File: src/rtl/hcsr04_pkg.sv
// hcsr04_pkg: shared state/status encodings, timing defaults and distance scaling
//   state_e  : measurement sequencer states
//   status_e : result status codes carried on dist_status
//   us_to_dist: echo microseconds -> distance in 0.01 mm units
package hcsr04_pkg;

    typedef enum logic [2:0] {IDLE, TRIG, WAIT_RISE, MEASURE, REPORT, HOLDOFF} state_e;
    typedef enum logic [1:0] {ST_OK = 2'b00, ST_NOECHO = 2'b01, ST_OVR = 2'b10} status_e;

    localparam int DIST_W         = 19;
    localparam int DIST_SCALE     = 17;
    localparam int TRIG_US_DEF    = 10;
    localparam int RISE_TO_US_DEF = 5000;
    localparam int MAX_US_DEF     = 30000;
    localparam int PERIOD_US_DEF  = 60000;
    localparam int CNT_W_DEF      = 16;

    // 17 = 16 + 1, so the scale is a single shift-and-add
    function automatic logic [DIST_W-1:0] us_to_dist(input logic [DIST_W-1:0] w);
        return (w << $clog2(DIST_SCALE - 1)) + w;
    endfunction

endpackage

File: src/rtl/sync_edge_det.sv
// sync_edge_det: 2-FF synchronizer with registered rise/fall pulses for an async input
//   clk_i, rst_i : clock, synchronous active-high reset
//   async_i      : asynchronous input
//   level_o      : synchronized level
//   rise_o/fall_o: one-cycle pulses on synchronized edges
module sync_edge_det (
    input  logic clk_i,
    input  logic rst_i,
    input  logic async_i,
    output logic level_o,
    output logic rise_o,
    output logic fall_o
);

    // sh_q[1:0] is the synchronizer, sh_q[2] the previous synchronized level
    logic [2:0] sh_q;
    logic       rise_q, fall_q;

    always_ff @(posedge clk_i) begin
        if (rst_i) begin
            sh_q   <= '0;
            rise_q <= 1'b0;
            fall_q <= 1'b0;
        end else begin
            sh_q   <= {sh_q[1:0], async_i};
            rise_q <= sh_q[1] && !sh_q[2];
            fall_q <= !sh_q[1] && sh_q[2];
        end
    end

    assign level_o = sh_q[1];
    assign rise_o  = rise_q;
    assign fall_o  = fall_q;

endmodule

File: src/rtl/hcsr04_meas_ctrl.sv
// hcsr04_meas_ctrl: HC-SR04 trigger/echo sequencer producing distance results over valid/ready
//   sys_clk, sys_rst : clock, synchronous active-high reset
//   tick_us          : one-cycle strobe per microsecond
//   start, auto_en   : single-shot request, free-running enable
//   echo, trig       : sensor pins
//   dist_data/status/valid/ready : result handshake towards the UART formatter
//   busy             : high whenever the sequencer is not idle
module hcsr04_meas_ctrl
    import hcsr04_pkg::*;
#(
    parameter int TRIG_US    = TRIG_US_DEF,
    parameter int RISE_TO_US = RISE_TO_US_DEF,
    parameter int MAX_US     = MAX_US_DEF,
    parameter int PERIOD_US  = PERIOD_US_DEF,
    parameter int CNT_W      = CNT_W_DEF
) (
    input  logic              sys_clk,
    input  logic              sys_rst,
    input  logic              tick_us,
    input  logic              start,
    input  logic              auto_en,
    input  logic              echo,
    output logic              trig,
    output logic [DIST_W-1:0] dist_data,
    output logic [1:0]        dist_status,
    output logic              dist_valid,
    input  logic              dist_ready,
    output logic              busy
);

    logic              echo_s, echo_rise, echo_fall;
    state_e            state_q, state_d;
    logic [CNT_W-1:0]  width_q, period_q;
    logic              pending_q, trig_q, valid_q, busy_q, enter_trig;
    logic [DIST_W-1:0] data_q, data_d;
    logic [1:0]        status_q, status_d;

    sync_edge_det u_echo_sync (
        .clk_i  (sys_clk),
        .rst_i  (sys_rst),
        .async_i(echo),
        .level_o(echo_s),
        .rise_o (echo_rise),
        .fall_o (echo_fall)
    );

    assign enter_trig = (state_d == TRIG) && (state_q != TRIG);

    // The result is latched on the way into REPORT; REPORT itself raises valid.
    always_comb begin
        state_d  = state_q;
        data_d   = data_q;
        status_d = status_q;
        case (state_q)
            IDLE:      if ((pending_q || auto_en) && !echo_s) state_d = TRIG;
            TRIG:      if (tick_us && width_q == CNT_W'(TRIG_US - 1)) state_d = WAIT_RISE;
            WAIT_RISE: if (echo_rise) begin
                           state_d = MEASURE;
                       end else if (tick_us && width_q == CNT_W'(RISE_TO_US - 1)) begin
                           state_d  = REPORT;
                           status_d = ST_NOECHO;
                           data_d   = '0;
                       end
            // limit is checked first so a coincident fall resolves as over-range
            MEASURE:   if (tick_us && width_q == CNT_W'(MAX_US - 1)) begin
                           state_d  = REPORT;
                           status_d = ST_OVR;
                           data_d   = '0;
                       end else if (echo_fall) begin
                           state_d  = REPORT;
                           status_d = ST_OK;
                           data_d   = us_to_dist(DIST_W'(width_q));
                       end
            REPORT:    state_d = HOLDOFF;
            HOLDOFF:   if (period_q >= CNT_W'(PERIOD_US - 1) && !valid_q && !echo_s) state_d = IDLE;
            default:   state_d = IDLE;
        endcase
    end

    always_ff @(posedge sys_clk) begin
        if (sys_rst) begin
            state_q   <= IDLE;
            width_q   <= '0;
            period_q  <= '0;
            pending_q <= 1'b0;
            trig_q    <= 1'b0;
            valid_q   <= 1'b0;
            busy_q    <= 1'b0;
            data_q    <= '0;
            status_q  <= ST_OK;
        end else begin
            state_q   <= state_d;
            width_q   <= (state_d != state_q) ? '0 : width_q + CNT_W'(tick_us);
            // saturates so a long back-pressure stall cannot wrap it below the period
            period_q  <= enter_trig ? '0 : period_q + CNT_W'(tick_us && !(&period_q));
            pending_q <= (pending_q && !enter_trig) || start;
            trig_q    <= state_d == TRIG;
            busy_q    <= state_d != IDLE;
            valid_q   <= (state_q == REPORT) || (valid_q && !dist_ready);
            data_q    <= data_d;
            status_q  <= status_d;
        end
    end

    assign trig        = trig_q;
    assign dist_data   = data_q;
    assign dist_status = status_q;
    assign dist_valid  = valid_q;
    assign busy        = busy_q;

endmodule
File: config.mk
export PLATFORM = sky130hd
export DESIGN_NAME = hcsr04_meas_ctrl
export DESIGN_NICKNAME = d
export VERILOG_FILES = /design/src/rtl/hcsr04_pkg.sv /design/src/rtl/sync_edge_det.sv /design/src/rtl/hcsr04_meas_ctrl.sv
export SDC_FILE = /design/constraint.sdc
export NUM_CORES = 1
export LEC_CHECK = 0
export CAP_MARGIN = 15
export CORE_MARGIN = 2
export CORE_UTILIZATION = 39
export CTS_CLUSTER_DIAMETER = 50
export DETAILED_ROUTE_END_ITERATION = 8
export SLEW_MARGIN = 20
export SYNTH_ARGS = -nofsm -noshare
export SYNTH_HDL_FRONTEND = slang
export SYNTH_SLANG_ARGS = --single-unit
File: constraint.sdc
create_clock -name sys_clk -period 5.8 [get_ports sys_clk]
set_clock_uncertainty 0.2 [all_clocks]
set_input_delay 0.87 -clock sys_clk [delete_from_list [all_inputs] [get_ports sys_clk]]
set_output_delay 0.87 -clock sys_clk [all_outputs]
set_load 0.02 [all_outputs]
# ---- Yosys cells after proc, flatten, opt, wreduce, memory -nomap -nowiden
# Index checks and enable logic that the tools add are counted.
dict set report op_classes {
  n_eq_ne 14
  n_reduce_logical 28
  addsub 3
  n_lt_le_gt_ge 1
  n_mux 18
  shifts 0
  div 0
  multipliers 0
  n_bitwise 0
}
# operator n
set op_table {}
lappend op_table {{19-bit two-way mux} 4}
lappend op_table {{19-bit case mux with 2 select lines} 1}
lappend op_table {{16-bit by 1-bit adder with 16-bit output} 2}
lappend op_table {{3-bit two-way mux} 7}
lappend op_table {{19-bit by 16-bit adder with 19-bit output} 1}
lappend op_table {{3-bit case mux with 6 select lines} 1}
lappend op_table {{16-bit by 13-bit == test with 1-bit output (second input constant)} 1}
lappend op_table {{16-bit by 15-bit == test with 1-bit output (second input constant)} 1}
lappend op_table {{16-bit by 4-bit == test with 1-bit output (second input constant)} 1}
lappend op_table {{16-bit >= comparator (second input constant)} 1}
lappend op_table {{16-bit AND reduction} 1}
lappend op_table {{1-bit logical AND} 12}
lappend op_table {{2-bit two-way mux} 4}
lappend op_table {{3-bit by 1-bit == test with 1-bit output (second input constant)} 2}
lappend op_table {{3-bit by 2-bit == test with 1-bit output (second input constant)} 2}
lappend op_table {{3-bit == test (second input constant)} 2}
lappend op_table {{1-bit zero test} 6}
lappend op_table {{2-bit != test (second input constant)} 2}
lappend op_table {{2-bit case mux with 2 select lines} 1}
lappend op_table {{4-bit AND reduction} 1}
lappend op_table {{2-bit OR reduction} 2}
lappend op_table {{3-bit zero test} 1}
lappend op_table {{1-bit logical OR} 3}
lappend op_table {{3-bit by 1-bit != test with 1-bit output (second input constant)} 1}
lappend op_table {{other kinds (4)} 4}
dict set report totals {
  word_cells 76
  inputBits 7
  register_bits 65
  latch_bits 0
  mem_bits_ro 0
  ramBits 0
  n_memories 0
}

# ---- Logic depth before layout (Yosys ltp)
# Gate-level depths: netlist (run 1).
dict set report depth {
  ltp_word 10
  mapped_depth 11
  ltp_nobuf 10
}

# ---- Hierarchy
# Synthesis (run 1) repeated with hierarchy kept, for this count alone.
dict set report hier_totals {
  cells_unflattened 373
  area_unflattened_um2 3275.6
}
# module cells_each seq_area_each_um2 n_inst area_each_um2
set by_module_without_submodules {}
lappend by_module_without_submodules {hcsr04_meas_ctrl 363 1201.2 1 3141.8}
lappend by_module_without_submodules {sync_edge_det 10 100.1 1 133.9}

# ---- Worst setup path after synthesis (run 1)
# OpenSTA, ideal clock, no wires.
dict set report synth_path {
  path_type {register to register}
  start {register period_q[6]}
  end {register period_q[8]}
  slack_ps 3378
  required_ps 5472
  arrival_ps 2094
  stages_incl_launch_ff 12
  synth_period_minus_slack_ps 2422
  path_buffers 1
  path_cell_list {dfxtp_1 -> and4_1 -> and2_1 -> and3_1 -> a41oi_1 -> ha_1 -> ha_1 -> and3_1 -> clkbuf_1 -> nand3_1 -> xor2_1 -> nor2_1}
}
dict set report synth_between {
  elab_chain_len 8
  word_cells_on_any_way 12
  cone_classes {add/sub (1); order compare (1); eq/ne (1); mux (2); reduce/logical (7)}
}
# element line
set synth_rtl {}
lappend synth_rtl {{from (decl)} hcsr04_meas_ctrl.sv:33} ;# logic [CNT_W-1:0] width_q, period_q;
lappend synth_rtl {{from (signal assigned)} hcsr04_meas_ctrl.sv:95} ;# period_q <= enter_trig ? '0 : period_q + CNT_W'(tick_us && !(&period_q));
lappend synth_rtl {{16-bit >= comparator} hcsr04_meas_ctrl.sv:75} ;# HOLDOFF: if (period_q >= CNT_W'(PERIOD_US - 1) && !valid_q && !echo_s) state_d = IDLE;
lappend synth_rtl {{1-bit logical AND (2 in a row)} hcsr04_meas_ctrl.sv:75}
lappend synth_rtl {{3-bit two-way mux} hcsr04_meas_ctrl.sv:75}
lappend synth_rtl {{3-bit case mux with 6 select lines} hcsr04_meas_ctrl.sv:54} ;# case (state_q)
lappend synth_rtl {{3-bit by 1-bit == test with 1-bit output} hcsr04_meas_ctrl.sv:47} ;# assign enter_trig = (state_d == TRIG) && (state_q != TRIG);
lappend synth_rtl {{1-bit logical AND} hcsr04_meas_ctrl.sv:47}
lappend synth_rtl {{2-bit OR reduction (no line)} -}
# Several ways; a longest one is shown, not always the timed one.
# A chain may end at the register's enable or synchronous reset.

# ---- Worst setup path in the final report (run 1)
dict set report layout_path {
  start {input port tick_us}
  end {register width_q[1]}
}
dict set report layout_between {
  elab_chain_len 6
  word_cells_on_any_way 11
  cone_classes {add/sub (1); eq/ne (1); mux (5); reduce/logical (4)}
}
# element line
set layout_rtl {}
lappend layout_rtl {{from (decl)} hcsr04_meas_ctrl.sv:19} ;# input logic tick_us,
lappend layout_rtl {{1-bit logical AND} hcsr04_meas_ctrl.sv:59} ;# end else if (tick_us && width_q == CNT_W'(RISE_TO_US - 1)) begin
lappend layout_rtl {{3-bit two-way mux} hcsr04_meas_ctrl.sv:59}
lappend layout_rtl {{3-bit two-way mux} hcsr04_meas_ctrl.sv:57} ;# WAIT_RISE: if (echo_rise) begin
lappend layout_rtl {{3-bit case mux with 6 select lines} hcsr04_meas_ctrl.sv:54}
lappend layout_rtl {{3-bit != test} hcsr04_meas_ctrl.sv:93} ;# width_q <= (state_d != state_q) ? '0 : width_q + CNT_W'(tick_us);
lappend layout_rtl {{2-bit OR reduction (no line)} -}
lappend layout_rtl {{to (signal assigned)} hcsr04_meas_ctrl.sv:93}
lappend layout_rtl {{to (decl)} hcsr04_meas_ctrl.sv:33}
# Several ways; a longest one is shown, not always the timed one.

==> results of run 1 <==
routing by layer:
metal  share of wire  vias to the layer above  track usage
li1                -                     1377            -
met3           0.039                        6       0.0340
met5               0                        -            0
met1            0.53                     1249        0.242
met4           0.010                        0       0.0585
met2            0.43                       52        0.234
final timing paths:
| path | end | slack [ns] | depth (start not counted) |
|---|---|---|---|
| worst max-delay path | width_q[1] | 2.90 | 6 |
| worst min register to register | u_echo_sync.rise_o | 0.21 | 1 |
| worst min-delay path | u_echo_sync.rise_o | 0.21 | 1 |
| worst max register to register | dist_data[15] | 3.11 | 7 |
where the power goes:
group	total, mW	internal (mW)	switching, mW
sequential	0.458	0.452	0.00658
combinational	0.0425	0.0180	0.0244
clock	0.352	0.167	0.184
final cells by class:
cell class                      instances  area, um^2  share of cell area
Inverter                                9        33.8             0.00862
Sequential cell                        65        1300               0.332
Tap cell                              105         131              0.0335
Timing Repair Buffer                   32         315              0.0805
Multi-Input combinational cell        277        1960               0.499
Clock buffer                           10         138              0.0351
Clock inverter                          6        42.5              0.0109
state kept, by name, indices dropped and copies added (netlist names):
signal	flops
period_q	16
dist_status	2
u_echo_sync.fall_o	1
u_echo_sync.sh_q	3
dist_data	19
width_q	16
dist_valid	1
trig	1
pending_q	1
busy	1
u_echo_sync.rise_o	1
state_q	3
synth_stat cells (4+ instances only):
cell      number
a21oi_1       11
a22o_1         7
a22oi_1       12
and3_1         6
clkbuf_1       7
dfxtp_1       65
ha_1          16
inv_1          9
nand2_1       19
nand3_1       16
nand4_1        4
nor2_1        51
nor2_2        11
nor2b_1        7
nor3_1         4
o211ai_1       5
o21ai_0        4
xnor2_1       21
xor2_1        19
kinds of logic (layout without fill, tap and decap cells):
group                      after synthesis  count (layout)
and+or+nand+nor                        149             149
AOI/OAI and AO/OA                       70              70
DFF                                     65              65
xor gates and xnor gates                40              40
buffers and inverters                   22              57
adders and majority gates               17              17
muxes                                    1               1
metrics by stage:
step                setup slack (ns)  std cells  hold WS (ns)
floorplan                       3.38        364         0.183
global placement                2.59        488         0.187
detailed placement              2.52        488         0.195
CTS                             2.88        504         0.207
global route                    2.72        504         0.232
finish                          2.90        504         0.206
==> impl_metrics.env, run 1 <==
export IMPL_outcome="completed"
export IMPL_fin_util=0.474
export IMPL_grt_pass1_vias=2516
export IMPL_tightestPinTransition_ns=0.794
export IMPL_rsz0062_at_grt="false"
export IMPL_cts_resized=0
export IMPL_hold_violations=0
export IMPL_dr_pass1_iters=4
export IMPL_critPathArrivalTime_ns=2.90
export IMPL_drt_iter0_drc=141
export IMPL_period_share=0.501
export IMPL_hpwl_mm=5.34
export IMPL_htree_levels=3
export IMPL_cts_made_buffers=9
export IMPL_hp_start="u_echo_sync.sh_q[2]"
export IMPL_synth_xor_area_frac=0.105
export IMPL_drt_wl_total_mm=7.40
export IMPL_crit_chain="clkdlybuf4s50_1 -> nand4_2 -> o31ai_1 -> o31ai_2 -> a32oi_4 -> nor2b_1"
export IMPL_core_area_mm2=0.00826
export IMPL_crit_family="compound AO/OA/AOI/OAI gates"
export IMPL_critical_path_slowest_cell="a32oi_4"
export IMPL_crit_type="in -> reg"
export IMPL_worst_skew_pair_late_latency_ns=0.34
export IMPL_antenna_left=0
export IMPL_cts_sink_count=65
export IMPL_synthCells=364
export IMPL_synth_top_area_cell="dfxtp_1"
export IMPL_n_antenna_cell=0
export IMPL_syn_area_mm2=0.00335
export IMPL_synth_area_leaders="dfxtp_1, ha_1, nor2_1"
export IMPL_yosys_warnings=0
export IMPL_start_util=0.405
export IMPL_gp_congestion=0.810
export IMPL_finalSetupViolCount=0
export IMPL_design_area_mm2=0.00392
export IMPL_ys_ff_latch=65
export IMPL_postSynth_asyncResetShare=0
export IMPL_ctsHoldBuffers=0
export IMPL_p_per_area_mw_per_mm2=218
export IMPL_layout_drive_gt1_share=0.105
export IMPL_hold_path_class="reg -> reg"
export IMPL_clk_pin_slew_worst_paths_ns=0.07
export IMPL_cap_violations=0
export IMPL_r2r_start="width_q[5]"
export IMPL_grt_pass1_wl_mm=12.6
export IMPL_max_slew_margin=0.467
export IMPL_cp_max_fo=16
export IMPL_cts_setup_buffers=0
export IMPL_clockRootBuffer="clkbuf_8"
export IMPL_p_leak_nw=1.49
export IMPL_dieArea_mm2=0.00934
export IMPL_num_vias=2684
export IMPL_synth_top_area_frac=0.389
export IMPL_syn_nets=388
export IMPL_synth_edf_count=0
export IMPL_num_rows=33
export IMPL_synth_compound_area_frac=0.163
export IMPL_vias_per_cell=5.33
export IMPL_drc=0
export IMPL_ir_worst_vdd_mv=0.104
export IMPL_drv_slew=0
export IMPL_avgSynthCellArea_um2=9.19
export IMPL_synth_top_family_by_area="simple AND/OR/NAND/NOR gates"
export IMPL_cp_end_kind="register"
export IMPL_grt_overflow=0
export IMPL_worstPathBufferInverterCount=1
export IMPL_grt_max_degree=30
export IMPL_die_y_um=96.6
export IMPL_synth_simple_area_share=0.246
export IMPL_synth_adder_area_share=0.0658
export IMPL_startpoint="tick_us"
export IMPL_cts_max_path_buffers=2
export IMPL_mostFrequentLayoutCell="dfxtp_1"
export IMPL_nFillCells=811
export IMPL_tns_ns=0
export IMPL_finalNetCount=418
export IMPL_synthMuxAreaShare=0.00299
export IMPL_cts_tree="done"
export IMPL_postPlaceCellArea_mm2=0.00374
export IMPL_area_growth_pct=17.0
export IMPL_p_total_mw=0.852
export IMPL_period_needed_ns=2.90
export IMPL_synth_cell_types=63
export IMPL_gr_usage_all_layers=0.164
export IMPL_pin_count=31
export IMPL_io_buffer_count=30
export IMPL_final_cell_mix="dfxtp_1, nor2_1, clkdlybuf4s50_1"
export IMPL_critPathLaunchType="input port"
export IMPL_die_x_um=96.6
export IMPL_max_freq_ghz=0.344
export IMPL_antenna_found_initial=0
export IMPL_critPathRequiredTime_ns=5.80
export IMPL_synth_ff_type="dfxtp_1"
export IMPL_wl_per_cell_um=14.7
export IMPL_ys_seq_area_frac=0.389
export IMPL_critPathMaxStageDelay_ns=0.63
Note: power is estimated with default switching activity, not from simulation.
==> run 2: changes to the inputs <==
clock period = 2.7 ns   (was 5.8 ns; I/O delays follow)
==> run 2 against run 1 <==
Die area is the same. Global-route usage grew 0.20 points. Critical endpoint is now dist_data[15]. Hold slack lost 0.012 ns. Sequential power grew 110%. Clock power grew to 2.5 times the previous value. Cell area grew 3.5%. Total power grew 130%. Sequential cell count is the same. Core utilization grew 1.7 points. Clock-buffer cell count shrank 1. Setup slack lost 2.7 ns. Final cell count grew 2.4%.
==> impl_metrics.env, run 2 (synthesis results as in run 1) <==
export IMPL_outcome="completed"
export IMPL_cp_end_kind="register"
export IMPL_grt_max_degree=25
export IMPL_cts_made_buffers=9
export IMPL_mostFrequentLayoutCell="dfxtp_1"
export IMPL_seq_power_share=0.495
export IMPL_gr_usage_all_layers=0.166
export IMPL_htree_levels=3
export IMPL_pwr_share_clk=0.448
export IMPL_gp_congestion=0.852
export IMPL_drt_wl_total_mm=7.43
export IMPL_grt_overflow=0
export IMPL_die_y_um=96.6
export IMPL_dr_pass1_iters=4
export IMPL_critPathRequiredTime_ns=2.73
export IMPL_crit_family="compound AO/OA/AOI/OAI gates"
export IMPL_critPathArrivalTime_ns=2.55
export IMPL_max_freq_ghz=0.398
export IMPL_pin_count=31
export IMPL_multiInputGateArea_mm2=0.00195
export IMPL_netSwitchingFraction=0.224
export IMPL_antenna_left=0
export IMPL_n_antenna_cell=0
export IMPL_crit_type="reg -> reg"
export IMPL_wl_per_cell_um=14.4
export IMPL_power_switching_mw=0.443
export IMPL_final_cell_mix="dfxtp_1, nor2_1, clkdlybuf4s50_1"
export IMPL_hpwl_mm=5.40
export IMPL_grt_pass1_vias=2617
export IMPL_drv_slew=0
export IMPL_ir_worst_vdd_mv=0.233
export IMPL_critPathMaxStageDelay_ns=0.50
export IMPL_period_share=0.931
export IMPL_p_comb_frac=0.057
export IMPL_max_slew_margin=0.472
export IMPL_clk_pin_slew_worst_paths_ns=0.08
export IMPL_drt_iter0_drc=110
export IMPL_hold_violations=0
export IMPL_io_buffer_count=30
export IMPL_num_rows=33
export IMPL_tns_ns=0
export IMPL_worst_skew_pair_late_latency_ns=0.34
export IMPL_p_per_area_mw_per_mm2=487
export IMPL_critical_path_slowest_cell="dfxtp_1"
export IMPL_layout_drive_gt1_share=0.134
export IMPL_cap_violations=0
export IMPL_die_x_um=96.6
export IMPL_finalNetCount=431
export IMPL_rsz0062_at_grt="false"
export IMPL_critPathLaunchType="register"
export IMPL_vias_per_cell=5.26
export IMPL_clockRootBuffer="clkbuf_8"
export IMPL_nFillCells=801
export IMPL_grt_pass1_wl_mm=12.7
export IMPL_finalSetupViolCount=0
export IMPL_ctsHoldBuffers=0
export IMPL_cts_resized=0
export IMPL_cts_tree="done"
export IMPL_seqCellArea_mm2=0.00130
export IMPL_dieArea_mm2=0.00934
export IMPL_rrSetupSlack_ns=0.19
export IMPL_cts_setup_buffers=0
export IMPL_cts_sink_count=65
export IMPL_cts_max_path_buffers=2
export IMPL_core_area_mm2=0.00826
export IMPL_hold_path_class="reg -> reg"
export IMPL_tightestPinTransition_ns=0.786
export IMPL_period_needed_ns=2.51
export IMPL_antenna_found_initial=0
export IMPL_start_util=0.405
export IMPL_drc=0
export IMPL_crit_chain="ha_1 -> o211ai_1 -> o21ai_0 -> a41o_1 -> o41ai_1 -> xnor2_1 -> a22o_1"
export IMPL_num_vias=2714
export IMPL_internal_power_mw=1.53
export IMPL_p_leak_nw=1.58
export IMPL_cp_max_fo=6
export IMPL_worstPathBufferInverterCount=0
export IMPL_largest_reg_flops=19
export IMPL_stdcell_count=516
export IMPL_area_growth_pct=21.1
export IMPL_numPlacedInstances=501
## run 2: changes by cell type in the layout (fill, tap and decap cells not counted), sizes merged
cell      before  now
clkbuf        10    9
clkinvlp       2    0
buf            2   15
inv           10    9
clkinv         3    4
bufinv         0    2
## run 2: final cells by class
type | count | area share
Clock buffer | 9 | 0.0306
Clock inverter | 6 | 0.0207
Tap cell | 105 | 0.0324
Multi-Input combinational cell | 277 | 0.482
Sequential cell | 65 | 0.321
Inverter | 9 | 0.00833
Timing Repair Buffer | 45 | 0.105
## run 2: power groups by stage
stage	logic (mW)	clock network [mW]	registers, mW
3_5_place_dp	0.114	0	0.999
6_report	0.114	0.885	0.977
4_1_cts	0.114	0.907	0.977
3_3_place_gp	0.115	0	0.999
5_1_grt	0.125	0.954	0.978
2_1_floorplan	0.0658	0	1.00
## run 2: worst paths after layout
path	start	endpoint	cells past startpoint
min reg2reg	u_echo_sync.sh_q[2]	u_echo_sync.rise_o	1
min	u_echo_sync.sh_q[2]	u_echo_sync.rise_o	1
max	width_q[6]	dist_data[15]	7
max reg2reg	width_q[6]	dist_data[15]	7
## run 2: routing by layer
layer  part of all wire  GRT usage
met5                  0          0
met4              0.021     0.0596
met3              0.041     0.0354
met2               0.41      0.239
met1               0.52      0.243
## run 2: through the flow
| stage | instance area [um^2] | total power, mW | util | hold slack [ns] | setup WS [ns] |
|---|---|---|---|---|---|
| after floorplan | 3350 | 1.07 | - | 0.183 | 0.278 |
| after global placement | 3840 | 1.11 | 0.465 | 0.189 | 0.111 |
| after detailed placement | 3840 | 1.11 | 0.465 | 0.194 | 0.0869 |
| after CTS | 4050 | 2.00 | 0.491 | 0.200 | 0.129 |
| after global routing | 4050 | 2.06 | 0.491 | 0.239 | 0.00460 |
| final | 4050 | 1.98 | 0.491 | 0.194 | 0.186 |
==> run 3: changes to the inputs <==
CORE_MARGIN = unset   (was 2)
SLEW_MARGIN = 15   (was 20)
==> run 3 against run 2 <==
Clock-buffer cell count is 1 higher. Setup slack worse by 0.031 ns. Via count is 0.29% lower. Routed wire length hardly changed. Register-to-register slack worse by 0.03 ns. Clock power is 15% higher. Hold slack better by 0.017 ns. Maximum frequency is 1.2% lower. Non-clock buffer count is 1 higher. Sequential share of layout area is 0.40 points lower. Combinational power hardly changed. Sequential cell count stayed put.
==> impl_metrics.env, run 3 (synthesis results as in run 1) <==
export IMPL_outcome="completed"
export IMPL_met3_usage=0.0403
export IMPL_tns_ns=0
export IMPL_drv_slew=0
export IMPL_pin_count=31
export IMPL_wl_per_cell_um=14.3
export IMPL_antenna_left=0
export IMPL_gr_usage_all_layers=0.177
export IMPL_period_share=0.943
export IMPL_grt_met1_usage=0.240
export IMPL_finalNetCount=432
export IMPL_cp_end_kind="register"
export IMPL_worst_skew_pair_late_latency_ns=0.34
export IMPL_cap_violations=0
export IMPL_worstPathBufferInverterCount=0
export IMPL_drc=0
export IMPL_finalSetupViolCount=0
export IMPL_cts_tree="done"
export IMPL_die_y_um=94.6
export IMPL_core_area_mm2=0.00826
export IMPL_n_antenna_cell=0
export IMPL_ir_worst_vdd_mv=0.253
export IMPL_htree_levels=3
export IMPL_grt_overflow=0
export IMPL_tightestPinTransition_ns=0.763
export IMPL_nFillCells=807
export IMPL_max_slew_margin=0.487
export IMPL_io_buffer_count=30
export IMPL_critPathLaunchType="register"
export IMPL_hold_path_class="reg -> reg"
export IMPL_critical_path_depth=7
export IMPL_num_rows=33
export IMPL_vias_per_cell=5.22
export IMPL_p_leak_nw=1.60
export IMPL_design_area_mm2=0.00410
export IMPL_r2r_start="width_q[6]"
export IMPL_gp_congestion=0.808
export IMPL_reg2reg_depth=7
export IMPL_largest_reg_flops=19
export IMPL_drt_wl_total_mm=7.43
export IMPL_cts_sink_count=65
export IMPL_hold_violations=0
export IMPL_use_met2=0.270
export IMPL_clk_pin_slew_worst_paths_ns=0.08
export IMPL_cp_max_fo=6
export IMPL_p_per_area_mw_per_mm2=513
export IMPL_critPathMaxStageDelay_ns=0.50
export IMPL_critical_path_slowest_cell="dfxtp_1"
export IMPL_crit_type="reg -> reg"
export IMPL_cts_setup_buffers=0
export IMPL_area_growth_pct=22.5
export IMPL_cts_max_path_buffers=2
export IMPL_clockRootBuffer="clkbuf_8"
export IMPL_cts_made_buffers=9
export IMPL_multiInputGateArea_mm2=0.00196
export IMPL_hpwl_mm=5.32
export IMPL_grt_pass1_wl_mm=12.1
export IMPL_seqCellArea_mm2=0.00130
export IMPL_mostFrequentLayoutCell="dfxtp_1"
export IMPL_max_freq_ghz=0.393
export IMPL_rsz0062_at_grt="false"
export IMPL_busiest_layer="met2"
export IMPL_crit_family="compound AO/OA/AOI/OAI gates"
export IMPL_grt_max_degree=28
export IMPL_dr_pass1_iters=4
export IMPL_grt_pass1_vias=2548
export IMPL_drt_iter0_drc=93
export IMPL_layout_drive_gt1_share=0.136
export IMPL_hp_start="u_echo_sync.sh_q[2]"
export IMPL_dieArea_mm2=0.00896
export IMPL_antenna_found_initial=0
export IMPL_critPathArrivalTime_ns=2.58
export IMPL_die_x_um=94.6
export IMPL_period_needed_ns=2.55
export IMPL_start_util=0.405
export IMPL_crit_chain="ha_1 -> o211ai_1 -> o21ai_0 -> a41o_1 -> o41ai_1 -> xnor2_1 -> a22o_1"
export IMPL_postPlaceCellArea_mm2=0.00385
export IMPL_min_path_cells=1
export IMPL_num_vias=2706
export IMPL_final_cell_mix="dfxtp_1, nor2_1, clkdlybuf4s50_1"
export IMPL_startpoint="width_q[6]"
export IMPL_critPathRequiredTime_ns=2.73
-- run 3: changes by cell type in the layout (fill, tap and decap cells not counted) --
| cell | delta |
|---|---|
| clkbuf_1 | +1 |
| a211oi_1 | -1 |
| dfxtp_2 | -1 |
| clkinv_2 | -3 |
| a211oi_2 | +1 |
| buf_4 | +1 |
| bufinv_16 | +1 |
| clkinv_4 | +2 |
| dfxtp_1 | +1 |
-- run 3: path summary, 6_finish.rpt --
| check | to | slack [ns] |
|---|---|---|
| setup / recovery | dist_data[15] | 0.15 |
| hold reg to reg | u_echo_sync.rise_o | 0.21 |
| hold / removal | u_echo_sync.rise_o | 0.21 |
| setup reg to reg | dist_data[15] | 0.15 |
-- run 3: area by class of cell --
| type | instances | share of cell area |
|---|---|---|
| clock inverters | 6 | 0.0284 |
| inverters | 9 | 0.00824 |
| well taps | 105 | 0.0320 |
| clock buffers | 10 | 0.0311 |
| repair buffers | 46 | 0.106 |
| flip-flops and latches | 65 | 0.317 |
| multi-input cells | 277 | 0.477 |
-- run 3: what timing repair did --
action                     CTS  global route
setup endpoints to repair    0             3
hold buffers                 0             0
resized for setup            0             2
-- run 3: stage by stage --
stage,hold WS (ns),cells,power (mW),setup WS (ns),util
final,0.211,518,2.11,0.154,0.497
after floorplan,0.183,364,1.07,0.278,-
after CTS,0.210,518,2.13,0.146,0.496
after global routing,0.229,518,2.19,0.00819,0.497
after global placement,0.189,502,1.11,0.119,0.466
after detailed placement,0.203,502,1.11,0.0730,0.466
-- run 3: power by group --
| part | total [mW] | internal [mW] | switching, mW | leakage, nW |
|---|---|---|---|---|
| Sequential | 0.977 | 0.970 | 0.00677 | 0.526 |
| Clock | 1.02 | 0.619 | 0.397 | 0.121 |
| Combinational | 0.113 | 0.0504 | 0.0625 | 0.957 |
-- run 3: metal layers --
layer | part of all wire | up-vias
met4 | 0.0086 | 0
met1 | 0.53 | 1262
met2 | 0.43 | 35
li1 | - | 1402
met5 | 0 | -
met3 | 0.035 | 7
